`config.mk`:
```
export PLATFORM = sky130hd
export DESIGN_NAME = fp_add_normalize_flat
export DESIGN_NICKNAME = d
export VERILOG_FILES = /design/src/rtl/fp_add_normalize_if.sv /design/src/rtl/fp_add_normalize.sv /design/src/flat_wrapper.sv
export SDC_FILE = /design/constraint.sdc
export NUM_CORES = 1
export LEC_CHECK = 0
export CAP_MARGIN = 0
export CORE_MARGIN = 1.5
export CORE_UTILIZATION = 49
export CTS_CLUSTER_SIZE = 12
export DETAILED_ROUTE_END_ITERATION = 10
export GPL_TIMING_DRIVEN = 0
export PLACE_DENSITY_LB_ADDON = 0.08
export SLEW_MARGIN = 30
export SYNTH_ARGS = -nofsm -noshare
export SYNTH_HDL_FRONTEND = slang
export SYNTH_SLANG_ARGS = --single-unit
```
`constraint.sdc`:
```
create_clock -name clk -period 4.7 [get_ports clk]
set_clock_uncertainty 0.15 [all_clocks]
set_input_delay 1.41 -clock clk [delete_from_list [all_inputs] [get_ports clk]]
set_output_delay 1.41 -clock clk [all_outputs]
set_load 0.01 [all_outputs]
```
`src/rtl/fp_add_normalize_if.sv`:
```
// fp_add_normalize_if: valid/ready bundle between the adder, the normalizer and its consumer
// in_*  : raw sum beat from the adder (sign, biased exp, MANT_W+1 sum, zero-group count)
// out_* : normalized sign/exp/fraction beat plus guard and ovf/uf/zero flags
// master drives in_* and out_ready; slave (the normalizer) drives in_ready and out_*
interface fp_add_normalize_if #(
   parameter int MANT_W = 24,
   parameter int EXP_W  = 8
);
   logic              in_valid;
   logic              in_ready;
   logic              in_sign;
   logic [EXP_W-1:0]  in_exp;
   logic [MANT_W:0]   in_mant;
   logic [2:0]        in_coarse;
   logic              out_valid;
   logic              out_ready;
   logic              out_sign;
   logic [EXP_W-1:0]  out_exp;
   logic [MANT_W-2:0] out_mant;
   logic              out_guard;
   logic              out_ovf;
   logic              out_uf;
   logic              out_zero;
   modport master (
      output in_valid, in_sign, in_exp, in_mant, in_coarse, out_ready,
      input  in_ready, out_valid, out_sign, out_exp, out_mant, out_guard, out_ovf, out_uf, out_zero
   );
   modport slave (
      input  in_valid, in_sign, in_exp, in_mant, in_coarse, out_ready,
      output in_ready, out_valid, out_sign, out_exp, out_mant, out_guard, out_ovf, out_uf, out_zero
   );
endinterface

```
`src/rtl/fp_add_normalize.sv`:
```
// fp_add_normalize: two-stage post-add normalizer (coarse group shift, then fine shift and exponent checks)
// clk, rst : rising-edge clock, synchronous active-high reset
// bus      : slave side of fp_add_normalize_if (raw sum in, normalized sign/exp/fraction and flags out)
module fp_add_normalize #(
   parameter int MANT_W = 24,
   parameter int EXP_W  = 8,
   parameter int GRP_W  = 4
) (
   input logic clk,
   input logic rst,
   fp_add_normalize_if.slave bus
);
   localparam int XW = EXP_W + 2;
   localparam logic signed [XW-1:0] EXP_MAX = XW'((1 << EXP_W) - 1);
   typedef struct packed {
      logic                 v;
      logic                 sign;
      logic signed [XW-1:0] exp;
      logic [MANT_W-1:0]    mant;
      logic                 guard;
      logic                 zero;
   } s1_t;
   typedef struct packed {
      logic              v;
      logic              sign;
      logic [EXP_W-1:0]  exp;
      logic [MANT_W-2:0] mant;
      logic              guard;
      logic              ovf;
      logic              uf;
      logic              zero;
   } s2_t;
   s1_t s1_q, s1_d;
   s2_t s2_q, s2_d;
   logic s1_adv, s2_adv;
   logic signed [XW-1:0] ex, sh, f, ne;
   logic [MANT_W-2:0] nm;
   always_comb begin
      s2_adv = !s2_q.v || bus.out_ready;
      s1_adv = !s1_q.v || s2_adv;
      ex = XW'(bus.in_exp);
      sh = XW'(GRP_W * int'(bus.in_coarse));
      s1_d = s1_q;
      if (s1_adv) begin
         s1_d.v = bus.in_valid;
         s1_d.sign = bus.in_sign;
         s1_d.zero = bus.in_mant == '0;
         s1_d.guard = bus.in_mant[MANT_W] & bus.in_mant[0];
         s1_d.mant = bus.in_mant[MANT_W] ? bus.in_mant[MANT_W:1] : bus.in_mant[MANT_W-1:0] << sh;
         s1_d.exp = bus.in_mant[MANT_W] ? ex + XW'(1) : ex - sh;
      end
      // topmost set bit within the leading group decides the fine shift
      f = XW'(GRP_W - 1);
      for (int i = GRP_W - 1; i >= 0; i--)
         if (s1_q.mant[MANT_W-1-i]) f = XW'(i);
      nm = (MANT_W-1)'(s1_q.mant << f);
      ne = s1_q.exp - f;
      s2_d = s2_q;
      if (s2_adv) begin
         s2_d.v = s1_q.v;
         s2_d.sign = s1_q.sign;
         s2_d.guard = s1_q.guard;
         s2_d.zero = s1_q.zero;
         s2_d.ovf = !s1_q.zero && ne >= EXP_MAX;
         s2_d.uf = !s1_q.zero && ne < EXP_MAX && (ne[XW-1] || ne == '0);
         s2_d.exp = s2_d.ovf ? '1 : (s2_d.uf || s1_q.zero) ? '0 : ne[EXP_W-1:0];
         s2_d.mant = (s2_d.ovf || s2_d.uf || s1_q.zero) ? '0 : nm;
      end
   end
   always_ff @(posedge clk) begin
      if (rst) begin
         s1_q <= '0;
         s2_q <= '0;
      end else begin
         s1_q <= s1_d;
         s2_q <= s2_d;
      end
   end
   assign bus.in_ready  = s1_adv;
   assign bus.out_valid = s2_q.v;
   assign bus.out_sign  = s2_q.sign;
   assign bus.out_exp   = s2_q.exp;
   assign bus.out_mant  = s2_q.mant;
   assign bus.out_guard = s2_q.guard;
   assign bus.out_ovf   = s2_q.ovf;
   assign bus.out_uf    = s2_q.uf;
   assign bus.out_zero  = s2_q.zero;
endmodule

```
`src/flat_wrapper.sv`:
```
// flat-port wrapper written by rule: the top's interface ports become plain ports
module fp_add_normalize_flat 
#(
   parameter int MANT_W = 24,
   parameter int EXP_W  = 8,
   parameter int GRP_W  = 4
)
  (clk, rst, bus_in_valid, bus_in_sign, bus_in_exp, bus_in_mant, bus_in_coarse, bus_out_ready, bus_in_ready, bus_out_valid, bus_out_sign, bus_out_exp, bus_out_mant, bus_out_guard, bus_out_ovf, bus_out_uf, bus_out_zero);
  fp_add_normalize_if #(.MANT_W(MANT_W), .EXP_W(EXP_W)) bus_i ();
  input logic clk;
  input logic rst;
  input wire logic [$bits(bus_i.in_valid)-1:0] bus_in_valid;
  input wire logic [$bits(bus_i.in_sign)-1:0] bus_in_sign;
  input wire logic [$bits(bus_i.in_exp)-1:0] bus_in_exp;
  input wire logic [$bits(bus_i.in_mant)-1:0] bus_in_mant;
  input wire logic [$bits(bus_i.in_coarse)-1:0] bus_in_coarse;
  input wire logic [$bits(bus_i.out_ready)-1:0] bus_out_ready;
  output wire logic [$bits(bus_i.in_ready)-1:0] bus_in_ready;
  output wire logic [$bits(bus_i.out_valid)-1:0] bus_out_valid;
  output wire logic [$bits(bus_i.out_sign)-1:0] bus_out_sign;
  output wire logic [$bits(bus_i.out_exp)-1:0] bus_out_exp;
  output wire logic [$bits(bus_i.out_mant)-1:0] bus_out_mant;
  output wire logic [$bits(bus_i.out_guard)-1:0] bus_out_guard;
  output wire logic [$bits(bus_i.out_ovf)-1:0] bus_out_ovf;
  output wire logic [$bits(bus_i.out_uf)-1:0] bus_out_uf;
  output wire logic [$bits(bus_i.out_zero)-1:0] bus_out_zero;
  assign bus_i.in_valid = bus_in_valid;
  assign bus_i.in_sign = bus_in_sign;
  assign bus_i.in_exp = bus_in_exp;
  assign bus_i.in_mant = bus_in_mant;
  assign bus_i.in_coarse = bus_in_coarse;
  assign bus_i.out_ready = bus_out_ready;
  assign bus_in_ready = bus_i.in_ready;
  assign bus_out_valid = bus_i.out_valid;
  assign bus_out_sign = bus_i.out_sign;
  assign bus_out_exp = bus_i.out_exp;
  assign bus_out_mant = bus_i.out_mant;
  assign bus_out_guard = bus_i.out_guard;
  assign bus_out_ovf = bus_i.out_ovf;
  assign bus_out_uf = bus_i.out_uf;
  assign bus_out_zero = bus_i.out_zero;
  fp_add_normalize #(.MANT_W(MANT_W), .EXP_W(EXP_W), .GRP_W(GRP_W)) u_core (.clk(clk), .rst(rst), .bus(bus_i));
endmodule
```
### Word level (Yosys, flattened, before mapping)

Index checks and enable logic that the tools add are counted.

| word-level totals | value |
|---|---|
| input port bits | 41 |
| output and inout port bits | 38 |
| register bits | 75 |

| cells by class | value |
|---|---|
| muxes and demuxes | 8 |
| shift operators | 2 |
| bitwise operators | 1 |
| add/subtract/negate cells | 3 |
| magnitude comparators | 2 |
| reduce and logical (&&, ||, !) cells | 14 |

Operator list:

| kind | number |
|---|---|
| $logic_not A25 Y1 | 1 |
| $mux W24 | 1 |
| $shl A24 B2 Y23 | 1 |
| $shl A24 B5 Y24 | 1 |
| $mux W23 | 1 |
| $mux W8 | 2 |
| $ge A10 B9 Y1 const B | 1 |
| $logic_not A10 Y1 | 1 |
| $lt A10 B9 Y1 const B | 1 |
| $mux W10 | 1 |
| $sub A10 B3 Y10 | 1 |
| $add A8 B1 Y9 const B | 1 |
| $sub A8 B5 Y9 | 1 |
| $logic_or A1 B1 Y1 | 6 |
| $mux W2 | 2 |
| $logic_and A1 B1 Y1 | 3 |
| $logic_not A1 Y1 | 3 |
| $and A1 B1 Y1 | 1 |
| $mux W1 | 1 |

### Logic depth before layout (Yosys ltp)

Gate-level depths: netlist of the first run.

| depth | value |
|---|---|
| depth after elaboration | 10 |
| depth in mapped cells | 16 |

### Least setup slack after synthesis of the first run

No wires, ideal clock.

| path | value |
|---|---|
| kind | reg2reg |
| start | reg u_core.s1_q[24] (netlist name) |
| end | reg u_core.s2_q, in the netlist u_core.bus.out_mant[22] |
| cell stages (with the launch flop) | 17 |
| buffers on the path | 5 |
| period minus slack after synthesis | 4409 ps |
| data arrival time | 4175 ps |
| slack | 291 ps |
| library setup time | 84 ps |
| cells stage by stage | dfxtp_1 > clkbuf_1 > clkinv_1 > a21oi_1 > clkbuf_1 > ha_1 > inv_1 > fa_1 > buf_1 > nor2_1 > xor2_1 > a211o_1 > a41oi_4 > or4b_1 > buf_2 > buf_6 > o31ai_4 |

| on the way | value |
|---|---|
| cells in the longest elaborated chain, start to end | 9 |
| elaborated cells on any way between the ends | 14 |
| classes of those cells | add/sub (1); order compare (2); shift (1); mux (3); reduce/logical (7) |

RTL lines:

| item | RTL line | RTL |
|---|---|---|
| from (decl) | fp_add_normalize.sv:33 | `s1_t s1_q, s1_d;` |
| from (signal assigned) | fp_add_normalize.sv:72 | `s1_q <= '0;` |
| from (signal assigned) | fp_add_normalize.sv:75 | `s1_q <= s1_d;` |
| $mux W2 (2 in a row) | fp_add_normalize.sv:55 | `if (s1_q.mant[MANT_W-1-i]) f = XW'(i);` |
| $sub A10 B3 Y10 | fp_add_normalize.sv:57 | `ne = s1_q.exp - f;` |
| $lt A10 B9 Y1 / $logic_not A10 Y1 (equally long branches) | fp_add_normalize.sv:65 | `s2_d.uf = !s1_q.zero && ne < EXP_MAX && (ne[XW-1] \|\| ne == '0);` |
| $logic_and A1 B1 Y1 / $logic_or A1 B1 Y1 (equally long branches) | fp_add_normalize.sv:65 |  |
| $logic_and A1 B1 Y1 | fp_add_normalize.sv:65 |  |
| $logic_or A1 B1 Y1 (2 in a row) | fp_add_normalize.sv:67 | `s2_d.mant = (s2_d.ovf \|\| s2_d.uf \|\| s1_q.zero) ? '0 : nm;` |
| $mux W23 * | fp_add_normalize.sv:67 |  |
| to (signal assigned) | fp_add_normalize.sv:73 | `s2_q <= '0;` |
| to (signal assigned) | fp_add_normalize.sv:76 | `s2_q <= s2_d;` |
| to (decl) | fp_add_normalize.sv:34 | `s2_t s2_q, s2_d;` |

Every way passes the cells marked *; elsewhere a longest branch is shown, timed or not.
A chain may end at the register's enable or synchronous reset.

### Worst setup path after layout of the first run

| path | value |
|---|---|
| start | in bus_out_ready |
| end | out bus_in_ready |

| on the way | value |
|---|---|
| cells in the longest elaborated chain, start to end | 2 |

RTL lines:

| item | RTL line | RTL |
|---|---|---|
| from (decl) | flat_wrapper.sv:17 | `input wire logic [$bits(bus_i.out_ready)-1:0] bus_out_ready;` |
| $logic_or A1 B1 Y1 | fp_add_normalize.sv:39 | `s2_adv = !s2_q.v \|\| bus.out_ready;` |
| $logic_or A1 B1 Y1 | fp_add_normalize.sv:40 | `s1_adv = !s1_q.v \|\| s2_adv;` |
| to (decl) | flat_wrapper.sv:18 | `output wire logic [$bits(bus_i.in_ready)-1:0] bus_in_ready;` |

No other way between the ends.

==> results of run 1 <==
flip-flops by register name (all words and copies together) (netlist names):
register              count
u_core.s1_q              38
u_core.bus.out_mant      23
u_core.bus.out_exp        8
u_core.bus.out_guard      1
u_core.bus.out_ovf        1
u_core.bus.out_sign       1
u_core.bus.out_uf         1
u_core.bus.out_valid      1
u_core.bus.out_zero       1
timing repair:
action | 4_1_cts | 5_1_grt
buffers inserted | 0 | 1
setup endpoints to repair | 24 | 22
gates resized for setup | 7 | 2
pin swaps | 0 | 1
path summary, 6_finish.rpt:
| path | from | end | depth (start not counted) |
|---|---|---|---|
| setup reg to reg | u_core.s1_q[24] | u_core.bus.out_mant[11] | 15 |
| setup / recovery | bus_out_ready | bus_in_ready | 5 |
| hold / removal | u_core.bus.out_guard | u_core.bus.out_guard | 2 |
| hold reg to reg | u_core.bus.out_guard | u_core.bus.out_guard | 2 |
cell usage after synthesis (5+ instances only):
library cell and number:
nand3b_1 23, mux2i_1 18, clkbuf_1 38, a211oi_1 25
o22ai_1 5, ha_1 6, nor3_1 16, nor2b_1 10
buf_1 7, xnor2_1 8, dfxtp_1 75, nand2b_1 5
nand2_1 71, a21oi_1 42, nor2_1 43, o31ai_2 7
inv_1 22, mux4_2 9, o211ai_1 8, o21ai_0 34
nor4_1 8, a22o_1 5, and3_1 6, nand3_1 11
xor2_1 8, a22oi_1 13, a221oi_1 12
per-layer routing:
layer | share of wire | vias up | global-route usage
met3 | 0.058 | 22 | 0.0312
met2 | 0.46 | 203 | 0.479
met1 | 0.46 | 2230 | 0.393
met4 | 0.021 | 0 | 0.106
met5 | 0 | - | 0
li1 | - | 2277 | -
through the flow:
stage | hold slack, ns | util | power (W) | setup slack [ns] | TNS, ns
3_5_place_dp | 0.299 | 0.606 | 0.00126 | -0.722 | -10.02
3_3_place_gp | 0.290 | 0.606 | 0.00125 | -0.681 | -7.61
5_1_grt | 0.325 | 0.630 | 0.00183 | 0.0482 | 0
6_report | 0.310 | 0.630 | 0.00175 | 0.139 | 0
2_1_floorplan | 0.282 | - | 0.00106 | 0.291 | 0
4_1_cts | 0.309 | 0.629 | 0.00175 | 0.0610 | 0
layout make-up:
type	instances	area share
Multi-Input combinational cell	428	0.496
Clock buffer	11	0.0260
Timing Repair Buffer	78	0.134
Clock inverter	4	0.00860
Inverter	25	0.0166
Sequential cell	75	0.258
Tap cell	129	0.0277
Buffer	46	0.0333
worst reg2reg max path: stages (launching register included):
cell,delay (ns)
dfxtp_1,0.31
clkbuf_1,0.24
clkinv_1,0.36
a21oi_4,0.28
ha_1,0.19
inv_1,0.05
fa_1,0.34
buf_1,0.23
nor2_1,0.26
xor2_1,0.10
a211o_1,0.34
a41oi_4,0.23
or4b_1,0.47
buf_2,0.17
buf_6,0.16
o31ai_2,0.23
power by group:
group | total (W) | switching [W] | leakage (nW) | internal (W)
combinational | 0.000530 | 0.000290 | 1.43 | 0.000240
clock | 0.000497 | 0.000227 | 0.0974 | 0.000270
sequential | 0.000726 | 0.0000358 | 0.617 | 0.000690
total | 0.00175 | 0.000553 | 2.14 | 0.00120
kinds of logic after synthesis:
| kind of cell | after synthesis |
|---|---|
| AND/OR/NAND/NOR | 207 |
| multiplexers | 28 |
| flip-flops | 75 |
| XOR/XNOR | 16 |
| AO/OA/AOI/OAI | 169 |
| adder cells (fa/ha/maj) | 8 |
| buffers and inverters | 75 |
==> metrics.cfg, run 1 <==
[layout]
final_cells = 796
antennaDiodeCount = 0
drive_above_1_share = 0.0720
fin_nets = 712
multi_input_area_sq_mm = 0.00289
final_common_cell = clkdlybuf4s50_1
final_cell_mix = clkdlybuf4s50_1, dfxtp_1, nand2_1, nor2_1, a21oi_1
final_cell_area_sq_mm = 0.00582
seqCellArea_sq_mm = 0.00150
n_fill_cell = 830
syn_to_final_growth_pct = 24.6

[floorplanning]
fp.dieH_um = 101
die_w_um = 101
coreArea_sq_mm = 0.00924
io_pins = 79
design.die.area_sq_mm = 0.0101
initial_core_util = 0.505
std_cell_rows = 35

[sta]
rsz0062_at_grt = no
worst_slew_pin_slew_ns = 0.821
finalCriticalPeriod_ns = 4.56
finalHoldViolCount = 0
fmax_mhz = 219
fin_crit_sh = 0.970
slew_headroom = 0.449
finalMaxSlewViolations = 0
setup_viol = 0

[placement]
place.gp.congestion = 0.942
port_buffers = 77
dpl_cell_area_sq_mm = 0.00560
dp_cells = 784
dp_hpwl_um = 11100

[worst_setup_path]
cpMaxStageDelayCell = clkdlybuf4s50_1
crit_buf_inv = 3
cp_top_family = buffers and inverters
cp_slowest_stage_delay_ns = 0.49
worstSetupEndpointType = output pin
path_cells = clkdlybuf4s50_1, nor2b_4, and2_4, inv_4, clkdlybuf4s50_1
crit_required_ns = 3.14
rrSetupSlack_ns = 0.50
worstSetupPathType = in2out
start_kind = primary input
cp_common_cell = clkdlybuf4s50_1
critPathMaxFanout = 14
critical_path_arrival_ns = 3.00

[clock_network]
cts_buffer_depth = 2
htreeDepth = 3
root_buffer = clkbuf_8
clk_pin_slew_ns = 0.07
cts_buffers = 9
tritoncts = yes
worstSkewPairLatency_ns = 0.35
cts_sinks = 75
holdBufCountCts = 0

[synth]
synth_mux_area_frac = 0.0844
yosys.area.top_type = dfxtp_1
synthCells = 578
synthArstFlopShare = 0
yosys.area.top_type_share = 0.321
synth_area_leaders = dfxtp_1, nand2_1, a21oi_1
avgSynthCellArea_sq_um = 8.08
ys_seq_area_frac = 0.321
synth-simple-area-share = 0.222
synth_flop_cell = dfxtp_1
synth_cell_types = 55
synth_edf_count = 0
syn_area_sq_mm = 0.00467
synth_compound_area_frac = 0.253
ys_warn_count = 0
synth_xor_area_frac = 0.0300
syn_nets = 627
synthAdderAreaFrac = 0.0246
synth-seq-cells = 75
synth_top_family_by_area = compound AO/OA/AOI/OAI gates

[run_status]
status = finished clean

[flow_run]
maxCapViolations = 0

[power]
power_density_mw_per_mm2 = 301
peakVddDrop_mv = 0.148
leakage_nw = 2.14

[drt]
vias = 4732
routed_wl_um = 14300
vias_per_cell = 5.94
drt_iter0_drc = 320
wl_per_cell_um = 17.9
drc_errors = 0
firstDrtPassIters = 5
ant_nets = 0

[worst_hold_path]
min_path_type = reg2reg

[global_routing]
track_usage = 0.290
grt_pass1_vias = 4373
grt_pass1_wl_um = 22900
grt.overflow.total = 0
antenna_found_initial = 0
grt_max_degree = 18

No activity file was read; power rests on OpenSTA's default activity.
==> run 2: changes to the inputs <==
--- a/config.mk
+++ b/config.mk
@@ -8,10 +8,11 @@
 export CAP_MARGIN = 0
 export CORE_MARGIN = 1.5
 export CORE_UTILIZATION = 49
-export CTS_CLUSTER_SIZE = 12
+export CTS_CLUSTER_SIZE = 25
 export DETAILED_ROUTE_END_ITERATION = 10
 export GPL_TIMING_DRIVEN = 0
 export PLACE_DENSITY_LB_ADDON = 0.08
+export REMOVE_ABC_BUFFERS = 1
 export SLEW_MARGIN = 30
 export SYNTH_ARGS = -nofsm -noshare
 export SYNTH_HDL_FRONTEND = slang
==> run 2 against run 1 <==
Effect of this change: core utilization is 0.34 points lower; combinational power is 8.1% lower; wire length is 12% lower; power is 5.5% higher; critical path type unchanged; sequential share of layout area is 0.16 points higher; fmax hardly changed; worst setup slack hardly changed; non-clock buffer count is 41 lower; highest routed layer unchanged; hold slack worse by 0.0044 ns; clock-buffer cell count is 2 lower.
==> metrics.cfg, run 2 (synthesis gave the netlist of run 1 again) <==
[worst_setup_path]
critical_path_arrival_ns = 3.00
cp_slowest_stage_delay_ns = 0.46
crit_buf_inv = 3
crit_required_ns = 3.14
worstSetupPathType = in2out
cp_top_family = buffers and inverters
path_cells = clkdlybuf4s50_1, nor2b_4, and2_4, clkinvlp_4, dlygate4sd2_1
cpMaxStageDelayCell = clkdlybuf4s50_1
worstSetupEndpointType = output pin
start_kind = primary input
critPathMaxFanout = 13

[layout]
final_cells = 758
antennaDiodeCount = 0
regMostFlops = u_core.s1_q
largest_reg_flops = 38
n_fill_cell = 848
syn_to_final_growth_pct = 23.9
drive_above_1_share = 0.0906
final_cell_area_sq_mm = 0.00579
final_cell_mix = dfxtp_1, clkdlybuf4s50_1, nand2_1, nor2_1, a21oi_1
final_common_cell = dfxtp_1
fin_nets = 673

[sta]
finalHoldViolCount = 0
fmax_mhz = 219
fin_crit_sh = 0.970
finalCriticalPeriod_ns = 4.56
worst_slew_pin_slew_ns = 0.914
rsz0062_at_grt = no
slew_headroom = 0.390
layout_setup_ws_ns = 0.139
setup_viol = 0
finalMaxSlewViolations = 0

[power]
p_sw_w = 0.000569
power_density_mw_per_mm2 = 319
p_int_w = 0.00128
swShare = 0.308
peakVddDrop_mv = 0.180
p_seq_frac = 0.402
total_power_w = 0.00185
combPwrFrac = 0.263
p_clk_frac = 0.335
leakage_nw = 2.14

[clock_network]
cts_buffers = 9
tritoncts = yes
cts_sinks = 75
worstSkewPairLatency_ns = 0.35
htreeDepth = 3
cts_buffer_depth = 2
root_buffer = clkbuf_8
clk_pin_slew_ns = 0.09

[drt]
ant_nets = 0
routed_wl_um = 12600
wl_per_cell_um = 16.6
vias = 4388
vias_per_cell = 5.79
drc_errors = 0
firstDrtPassIters = 4
drt_iter0_drc = 213

[floorplanning]
io_pins = 79
initial_core_util = 0.505
design.die.area_sq_mm = 0.0101
coreArea_sq_mm = 0.00924
fp.dieH_um = 101
die_w_um = 101
std_cell_rows = 35

[global_routing]
track_usage = 0.257
grt.overflow.total = 0
grt_pass1_wl_um = 20600
grt_max_degree = 41
antenna_found_initial = 0
grt_pass1_vias = 4060

[placement]
dp_cells = 739
port_buffers = 78
place.gp.congestion = 0.886
post-place-ws_ns = -0.815
dp_hpwl_um = 8940
dpl_cell_area_sq_mm = 0.00551

[worst_hold_path]
min_path_type = reg2reg

[flow_run]
maxCapViolations = 0

[run_status]
status = finished clean

-- run 2: cell count changes in the layout (fill, tap and decap cells not counted), moves of 2 or more --
cell             previous run  this run
buf_1                       6         0
buf_16                      0         3
clkdlybuf4s50_1            77        73
clkbuf_8                   11         9
bufinv_16                   1         3
buf_6                       2         0
buf_2                       1         3
clkbuf_1                   35         0
-- run 2: per-layer routing --
metal	share of wire	vias up	wire length [um]	track usage
met1	0.50	2049	6250	0.378
met4	0.0077	0	97	0.0715
met5	0	-	0	0
met2	0.45	123	5740	0.400
met3	0.042	9	535	0.0250
li1	-	2207	-	-
-- run 2: final timing paths --
kind                              from                     end  slack (ns)  depth (start not counted)
setup / recovery         bus_out_ready            bus_in_ready        0.14                          5
hold / removal    u_core.bus.out_guard    u_core.bus.out_guard        0.31                          2
setup reg to reg       u_core.s1_q[24]  u_core.bus.out_mant[7]        0.39                         12
hold reg to reg   u_core.bus.out_guard    u_core.bus.out_guard        0.31                          2
-- run 2: power groups by stage --
stage | Sequential [W] | Combinational, W | Clock (W)
global route | 0.000751 | 0.000535 | 0.000650
floorplan | 0.000759 | 0.000261 | 0
detailed placement | 0.000756 | 0.000482 | 0
CTS | 0.000742 | 0.000487 | 0.000625
finish | 0.000744 | 0.000487 | 0.000619
global placement | 0.000754 | 0.000465 | 0
-- run 2: worst min-delay path, cell delays in order, from the launching register on --
cell and delay (ns):
dfxtp_1 0.32, nand2_1 0.05, a21oi_1 0.05
-- run 2: cell type report --
cell class	instances	area, sq um	share of cell area
Sequential cell	75	1500	0.260
Clock inverter	7	124	0.0214
Clock buffer	9	124	0.0214
Multi-Input combinational cell	429	2900	0.501
Inverter	25	101	0.0175
Timing Repair inverter	1	5.00	0.000864
Tap cell	129	161	0.0279
Timing Repair Buffer	83	872	0.151
-- run 2: per-stage QoR --
step / hold slack [ns] / TNS, ns / util
3_3_place_gp: 0.290 / -105.08 / 0.585
4_1_cts: 0.301 / 0 / 0.627
2_1_floorplan: 0.276 / -13.18 / -
6_report: 0.305 / 0 / 0.627
5_1_grt: 0.320 / 0 / 0.627
3_5_place_dp: 0.294 / -3.46 / 0.597
-- run 2: timing repair --
action | CTS | global route
gates resized for setup | 4 | 2
hold buffers | 0 | 0
gates cloned | 2 | 0
endpoints found under the hold margin | 0 | 0
buffers inserted | 1 | 0
pin swaps | 1 | 0
setup endpoints to repair | 24 | 23
